File: src/rtl/exe_mem_skid_buffer.sv
// exe_mem_skid_buffer
//   Two-entry skid buffer between the EXE-stage ALU and the MEM stage.
//   Each accepted instruction has its PC, ALU result, destination info and
//   opaque MEM control bits captured in a circular buffer. The head entry is
//   presented to MEM. Branches and jumps are resolved as they are accepted.
//   The front end always predicts not-taken, so every taken branch/jump
//   produces a one-cycle redirect pulse on the following cycle.
//
// Ports
//   clk, rst_n       clock; synchronous active-low reset
//   flush            discard every buffered entry and any push this cycle
//   ex_valid/ready   upstream handshake (ready comes from state only)
//   ex_pc, ex_alu_out, ex_rd, ex_rd_wen, ex_mem_ctrl   fields to buffer
//   ex_bj_data/sel   branch-condition vector and one-hot branch type
//   ex_target        branch/jump target
//   mem_valid/ready  downstream handshake for the head entry
//   mem_*            head-entry fields
//   redirect_valid   one-cycle pulse: fetch restarts at redirect_pc
//   redirect_pc      last redirect target (held between pulses)
module exe_mem_skid_buffer #(
  parameter int XLEN = 64,
  parameter int BJW  = 8,
  parameter int MCW  = 8
) (
  input  logic            clk,
  input  logic            rst_n,
  input  logic            flush,
  input  logic            ex_valid,
  output logic            ex_ready,
  input  logic [XLEN-1:0] ex_pc,
  input  logic [XLEN-1:0] ex_alu_out,
  input  logic [BJW-1:0]  ex_bj_data,
  input  logic [BJW-1:0]  ex_bj_sel,
  input  logic [XLEN-1:0] ex_target,
  input  logic [4:0]      ex_rd,
  input  logic            ex_rd_wen,
  input  logic [MCW-1:0]  ex_mem_ctrl,
  output logic            mem_valid,
  input  logic            mem_ready,
  output logic [XLEN-1:0] mem_pc,
  output logic [XLEN-1:0] mem_alu_out,
  output logic [4:0]      mem_rd,
  output logic            mem_rd_wen,
  output logic [MCW-1:0]  mem_mem_ctrl,
  output logic            redirect_valid,
  output logic [XLEN-1:0] redirect_pc
);

  logic [1:0]      count;
  logic            head;
  logic            tail;
  logic            push;
  logic            pop;
  logic            taken;
  logic            redirect_set;

  logic [XLEN-1:0] buf_pc   [0:1];
  logic [XLEN-1:0] buf_alu  [0:1];
  logic [4:0]      buf_rd   [0:1];
  logic            buf_wen  [0:1];
  logic [MCW-1:0]  buf_ctrl [0:1];

  // Full only when both slots hold an entry; no path from mem_ready.
  assign ex_ready  = (count != 2'd2);
  assign mem_valid = (count != 2'd0);

  // With one entry the free slot is the other one; with zero it is head.
  assign tail = head ^ count[0];

  assign push  = ex_valid & ex_ready;
  assign pop   = mem_valid & mem_ready;
  assign taken = |(ex_bj_data & ex_bj_sel);

  // A push killed by flush must not redirect fetch either.
  assign redirect_set = push & taken & ~flush;

  assign mem_pc       = buf_pc[head];
  assign mem_alu_out  = buf_alu[head];
  assign mem_rd       = buf_rd[head];
  assign mem_rd_wen   = buf_wen[head];
  assign mem_mem_ctrl = buf_ctrl[head];

  always_ff @(posedge clk) begin
    if (!rst_n) begin
      count          <= 2'd0;
      head           <= 1'b0;
      redirect_valid <= 1'b0;
      redirect_pc    <= '0;
      for (int i = 0; i < 2; i++) begin
        buf_pc[i]   <= '0;
        buf_alu[i]  <= '0;
        buf_rd[i]   <= '0;
        buf_wen[i]  <= 1'b0;
        buf_ctrl[i] <= '0;
      end
    end else begin
      redirect_valid <= redirect_set;
      if (redirect_set) begin
        redirect_pc <= ex_target;
      end

      if (flush) begin
        count <= 2'd0;
      end else begin
        if (push) begin
          buf_pc[tail]   <= ex_pc;
          buf_alu[tail]  <= ex_alu_out;
          buf_rd[tail]   <= ex_rd;
          buf_wen[tail]  <= ex_rd_wen;
          buf_ctrl[tail] <= ex_mem_ctrl;
        end
        if (pop) begin
          head <= ~head;
        end
        case ({push, pop})
          2'b10:   count <= count + 2'd1;
          2'b01:   count <= count - 2'd1;
          default: count <= count;
        endcase
      end
    end
  end

endmodule
File: config.mk
export PLATFORM = sky130hd
export DESIGN_NAME = exe_mem_skid_buffer
export DESIGN_NICKNAME = d
export VERILOG_FILES = /design/src/rtl/exe_mem_skid_buffer.sv
export SDC_FILE = /design/constraint.sdc
export NUM_CORES = 1
export LEC_CHECK = 0
export CAP_MARGIN = 20
export CORE_MARGIN = 5
export CORE_UTILIZATION = 55
export DETAILED_ROUTE_END_ITERATION = 7
export DONT_BUFFER_PORTS = 1
export HOLD_SLACK_MARGIN = 0.08
export PLACE_DENSITY = 0.67
export SETUP_SLACK_MARGIN = 0.15
export SLEW_MARGIN = 0
export SYNTH_ARGS = -nofsm -noshare
export SYNTH_HDL_FRONTEND = slang
export SYNTH_SLANG_ARGS = --single-unit
File: constraint.sdc
create_clock -name clk -period 13.5 [get_ports clk]
set_clock_uncertainty 0.2 [all_clocks]
set_input_delay 2.025 -clock clk [delete_from_list [all_inputs] [get_ports clk]]
set_output_delay 2.025 -clock clk [all_outputs]
set_load 0.01 [all_outputs]
---- Word-level counts from Yosys, hierarchy flattened ----
Memories as Yosys holds them, arrays and structs flattened. A register that Yosys moved wholly into a read port is not among the register bits.
Index checks and enable logic that the tools add are counted.
operators by class
  $add $sub $neg .......................... 2
  multiply operators ...................... 0
  divide/modulo/power cells ............... 0
  order comparisons ....................... 0
  equal/unequal tests ..................... 3
  shifts and indexed selects .............. 0
  multiplexer cells ....................... 31
  bitwise gates (word level) .............. 9
  reduce and logical (&&, ||, !) cells .... 10
operators by type and width
  kind                                                                   number
  64-bit two-way mux                                                     2
  64-bit OR reduction                                                    2
  1-bit two-way mux                                                      26
  8-bit OR reduction                                                     2
  8-bit bitwise AND                                                      1
  8-bit two-way mux                                                      1
  5-bit two-way mux                                                      1
  5-bit OR reduction                                                     1
  1-bit bitwise AND                                                      4
  2-bit case mux with 2 select lines                                     1
  2-bit nonzero test                                                     2
  1-bit inverter                                                         3
  2-bit by 1-bit adder with 2-bit output, second input constant          1
  2-bit by 1-bit equality test with 1-bit output, second input constant  1
  2-bit equality test, second input constant                             1
  2-bit inequality test, second input constant                           1
  2-bit AND reduction                                                    1
  2-bit OR reduction                                                     1
  2-bit by 1-bit subtractor with 2-bit output, second input constant     1
  1-bit OR reduction                                                     1
  1-bit bitwise XOR                                                      1
storage, ports and cells
  flip-flop bits (word level) ............. 68
  bits in latches ......................... 0
  memory bits (writable) .................. 284
  bits in read-only memories .............. 0
  input port bits ......................... 227
  output and inout bits ................... 209
  logic and storage cells ................. 64
  memories kept ........................... 5
memories
  memory    depth  width  read ports  clocked after memory_dff  wr ports  line  RTL
  buf_alu   2      64     1           1                         2         58    logic [XLEN-1:0] buf_alu [0:1];
  buf_pc    2      64     1           1                         2         57    logic [XLEN-1:0] buf_pc [0:1];
  buf_ctrl  2      8      1           1                         2         61    logic [MCW-1:0] buf_ctrl [0:1];
  buf_rd    2      5      1           1                         2         59    logic [4:0] buf_rd [0:1];
  buf_wen   2      1      1           1                         2         60    logic buf_wen [0:1];

---- Depth between registers and ports, before layout ----
  depth in word-level cells ............... 8
  depth in mapped cells ................... 8
  depth with buffers taken out ............ 7

---- Least setup slack after synthesis ----
No wires, ideal clock.
  kind .................................... input to register
  start point ............................. input rst_n
  end point ............................... memory buf_alu[0][0] (enable)
  setup time .............................. 0.525 ns
  arrival ................................. 6.299 ns
  required time ........................... 12.775 ns
  slack ................................... 6.476 ns
  stages on the path ...................... 5
  buffers on the path ..................... 2
  cells stage by stage .................... buf_4 > nand2b_1 > nor4b_4 > buf_6 > nand2b_1
RTL lines
  what         line  RTL
  from (decl)  26    input logic rst_n,
  to (decl)    58

==> results.json <==
{
  "outcome": "complete, no violations",
  "start_util": 0.5573,
  "cts_made_buffers": 37,
  "remaining_drc_errors": 0,
  "wire_per_inst_microns": 23.96,
  "rsz0062_at_grt": "no",
  "final-setup-viol-count": 0,
  "drt-total-wl_microns": 34120,
  "timing.setup.tns_ps": 0,
  "gp_congestion": 0.7777,
  "p_leak_nw": 6.075,
  "htreeDepth": 2,
  "cp_max_fo": 72,
  "syn_inst": 1074,
  "fin_crit_sh": 0.3847,
  "synth_fa_ha_area_frac": 0.0008330,
  "synthToLayoutAreaGrowth_pct": 8.555,
  "clock-sinks": 353,
  "timing.slew.headroom": 0.2610,
  "grt_overflow": 0,
  "die_area_sq_mm": 0.03072,
  "via_count": 7947,
  "yosysSeqAreaShare": 0.6584,
  "worst_pin_slew_ps": 1108,
  "postCtsSetupBuffers": 0,
  "firstDrtPassIters": 5,
  "grt_antenna_before_repair": 4,
  "min_path_type": "reg2reg",
  "synthMuxAreaShare": 0.1491,
  "synth.cell_area_sq_mm": 0.01502,
  "cts_root_buf": "clkbuf_16",
  "yosys_warnings": 0,
  "final_common_cell": "and2_1",
  "synth_top_area_cell": "edfxtp_1",
  "cp.arrival_ps": 2970,
  "first_iter_violations": 551,
  "cts_tree": "yes",
  "slew_violations": 0,
  "final_cell_mix": "and2_1 (284), edfxtp_1 (282), mux2_2 (142), nand2_1 (133), dfxtp_1 (70)",
  "drive_above_1_share": 0.1913,
  "critPathLaunchType": "flop",
  "synth_cell_types": 29,
  "die_width_microns": 175.3,
  "syn_nets": 1302,
  "cts.clk_slew.worst_paths_ps": 60,
  "insertion_delay_ps": 490,
  "cts.repair.resized": 0,
  "io_pins": 436,
  "path_class": "reg2out",
  "hpwl_microns": 22600,
  "synthXorXnorAreaFrac": 0.002832,
  "pwr_density_cell_mw_per_mm2": 144.5,
  "synth_seq_cells": 353,
  "cp-end-kind": "primary output",
  "grt_pass1_vias": 7960,
  "drtAntennaViolNets": 0,
  "worstPathRequired_ps": 11270,
  "rows": 60,
  "nFillCells": 2092,
  "ir_drop_mv": 0.09859,
  "port_buffers": 0,
  "seq_area_sq_mm": 0.009893,
  "final_net_count": 1280,
  "clock_path_buffers": 3,
  "syn_area_per_cell_sq_um": 13.99,
  "synth-compound-area-share": 0.003832,
  "cts_hold_buf": 0,
  "synth_top_area_frac": 0.5638,
  "final_area_sq_mm": 0.01631,
  "multiInputGateArea_sq_mm": 0.004757,
  "grt_pass1_wl_microns": 49750,
  "fp.coreArea_sq_mm": 0.02695,
  "max_freq_ghz": 0.1926,
  "grt_start_max_net_pins": 136,
  "grt.total_usage": 0.2133,
  "placed_area_sq_mm": 0.01514,
  "vias_per_cell": 5.581,
  "die_h_microns": 175.3,
  "finalHoldViolCount": 0,
  "maxCapViolCount": 0,
  "ys_top_cells_by_area": "edfxtp_1 (56%), and2_1 (12%), mux2_2 (11%)",
  "post-route-min-period_ps": 5193,
  "total_power_w": 0.002356,
  "synth_top_family_by_area": "simple AND/OR/NAND/NOR gates",
  "synth-simple-area-share": 0.1585
}
state kept, by name, summed over array words and instances (netlist names), 2 cells and up, named ones only:
name / count
buf_alu: 128
buf_ctrl: 16
buf_pc: 128
buf_rd: 10
buf_wen: 2
count: 2
redirect_pc: 64
power by group:
group,internal [W],switching [W],total (W)
logic,0.0000569,0.0000908,0.000148
registers,0.00124,0.0000289,0.00127
clock network,0.000555,0.000388,0.000943
cell usage after synthesis (all sizes together):
cell type and instances:
and2 284, edfxtp 282, mux2 142, nand2 133, dfxtp 71, mux2i 64, clkbuf 44, buf 26
a22oi 4, nand2b 4, o21ai 3, nor3 2, xnor2 2, xor2 2, a21oi 1, and4 1
and4bb 1, ha 1, inv 1, nor2 1, nor2b 1, nor4b 1, o21a 1, or2 1
or3 1
metal layers:
layer  part of all wire  GRT usage  vias to the layer above
li1                   -          -                     3672
met1               0.34     0.2289                     3884
met2               0.52     0.3788                      324
met3              0.091    0.07727                       67
met4              0.041    0.09362                        0
met5                  0          0                        -
critical path, stage by stage (launching register included):
cell	delay, ps
dfxtp_4	1030
buf_4	860
mux2_2	480
path summary, 6_finish.rpt:
| check | start | to | slack, ps | cells past startpoint |
|---|---|---|---|---|
| max | flop | mem_mem_ctrl[6] | 8310 | 2 |
| min | buf_wen[1]$_DFF_P_ | buf_wen[1]$_DFF_P_ | 270 | 2 |
| max reg2reg | count[0]$_SDFFE_PP0P_ | buf_pc[1][37]$_SDFFCE_PN0P_ | 9530 | 5 |
| min reg2reg | buf_wen[1]$_DFF_P_ | buf_wen[1]$_DFF_P_ | 270 | 2 |
logic make-up (layout without fill, tap and decap cells):
kind of cell | count (synthesis) | in the layout
compound gates | 9 | 9
xor+xnor | 4 | 4
flops | 353 | 353
simple gates | 430 | 430
other cells | 0 | 6
fa+ha+maj | 1 | 1
buf+inv | 71 | 74
mux | 206 | 206
per-stage QoR:
stage / cells / hold slack, ps / setup slack [ps] / utilization
floorplan: 1074 / 241.5 / 6476 / -
global placement: 1353 / 251.0 / 7836 / 0.5618
detailed placement: 1353 / 265.3 / 7788 / 0.5618
CTS: 1417 / 276.3 / 8230 / 0.6034
global route: 1423 / 311.7 / 8149 / 0.6049
finish: 1424 / 273.6 / 8307 / 0.6050
final cells by class:
class / instances / area share
Antenna cell: 6 / 0.0009208
Clock buffer: 56 / 0.06430
Clock inverter: 8 / 0.004527
Inverter: 1 / 0.0002302
Multi-Input combinational cell: 650 / 0.2917
Sequential cell: 353 / 0.6067
Tap cell: 341 / 0.02617
Timing Repair Buffer: 9 / 0.005371
No activity file was read; power rests on OpenSTA's default activity.
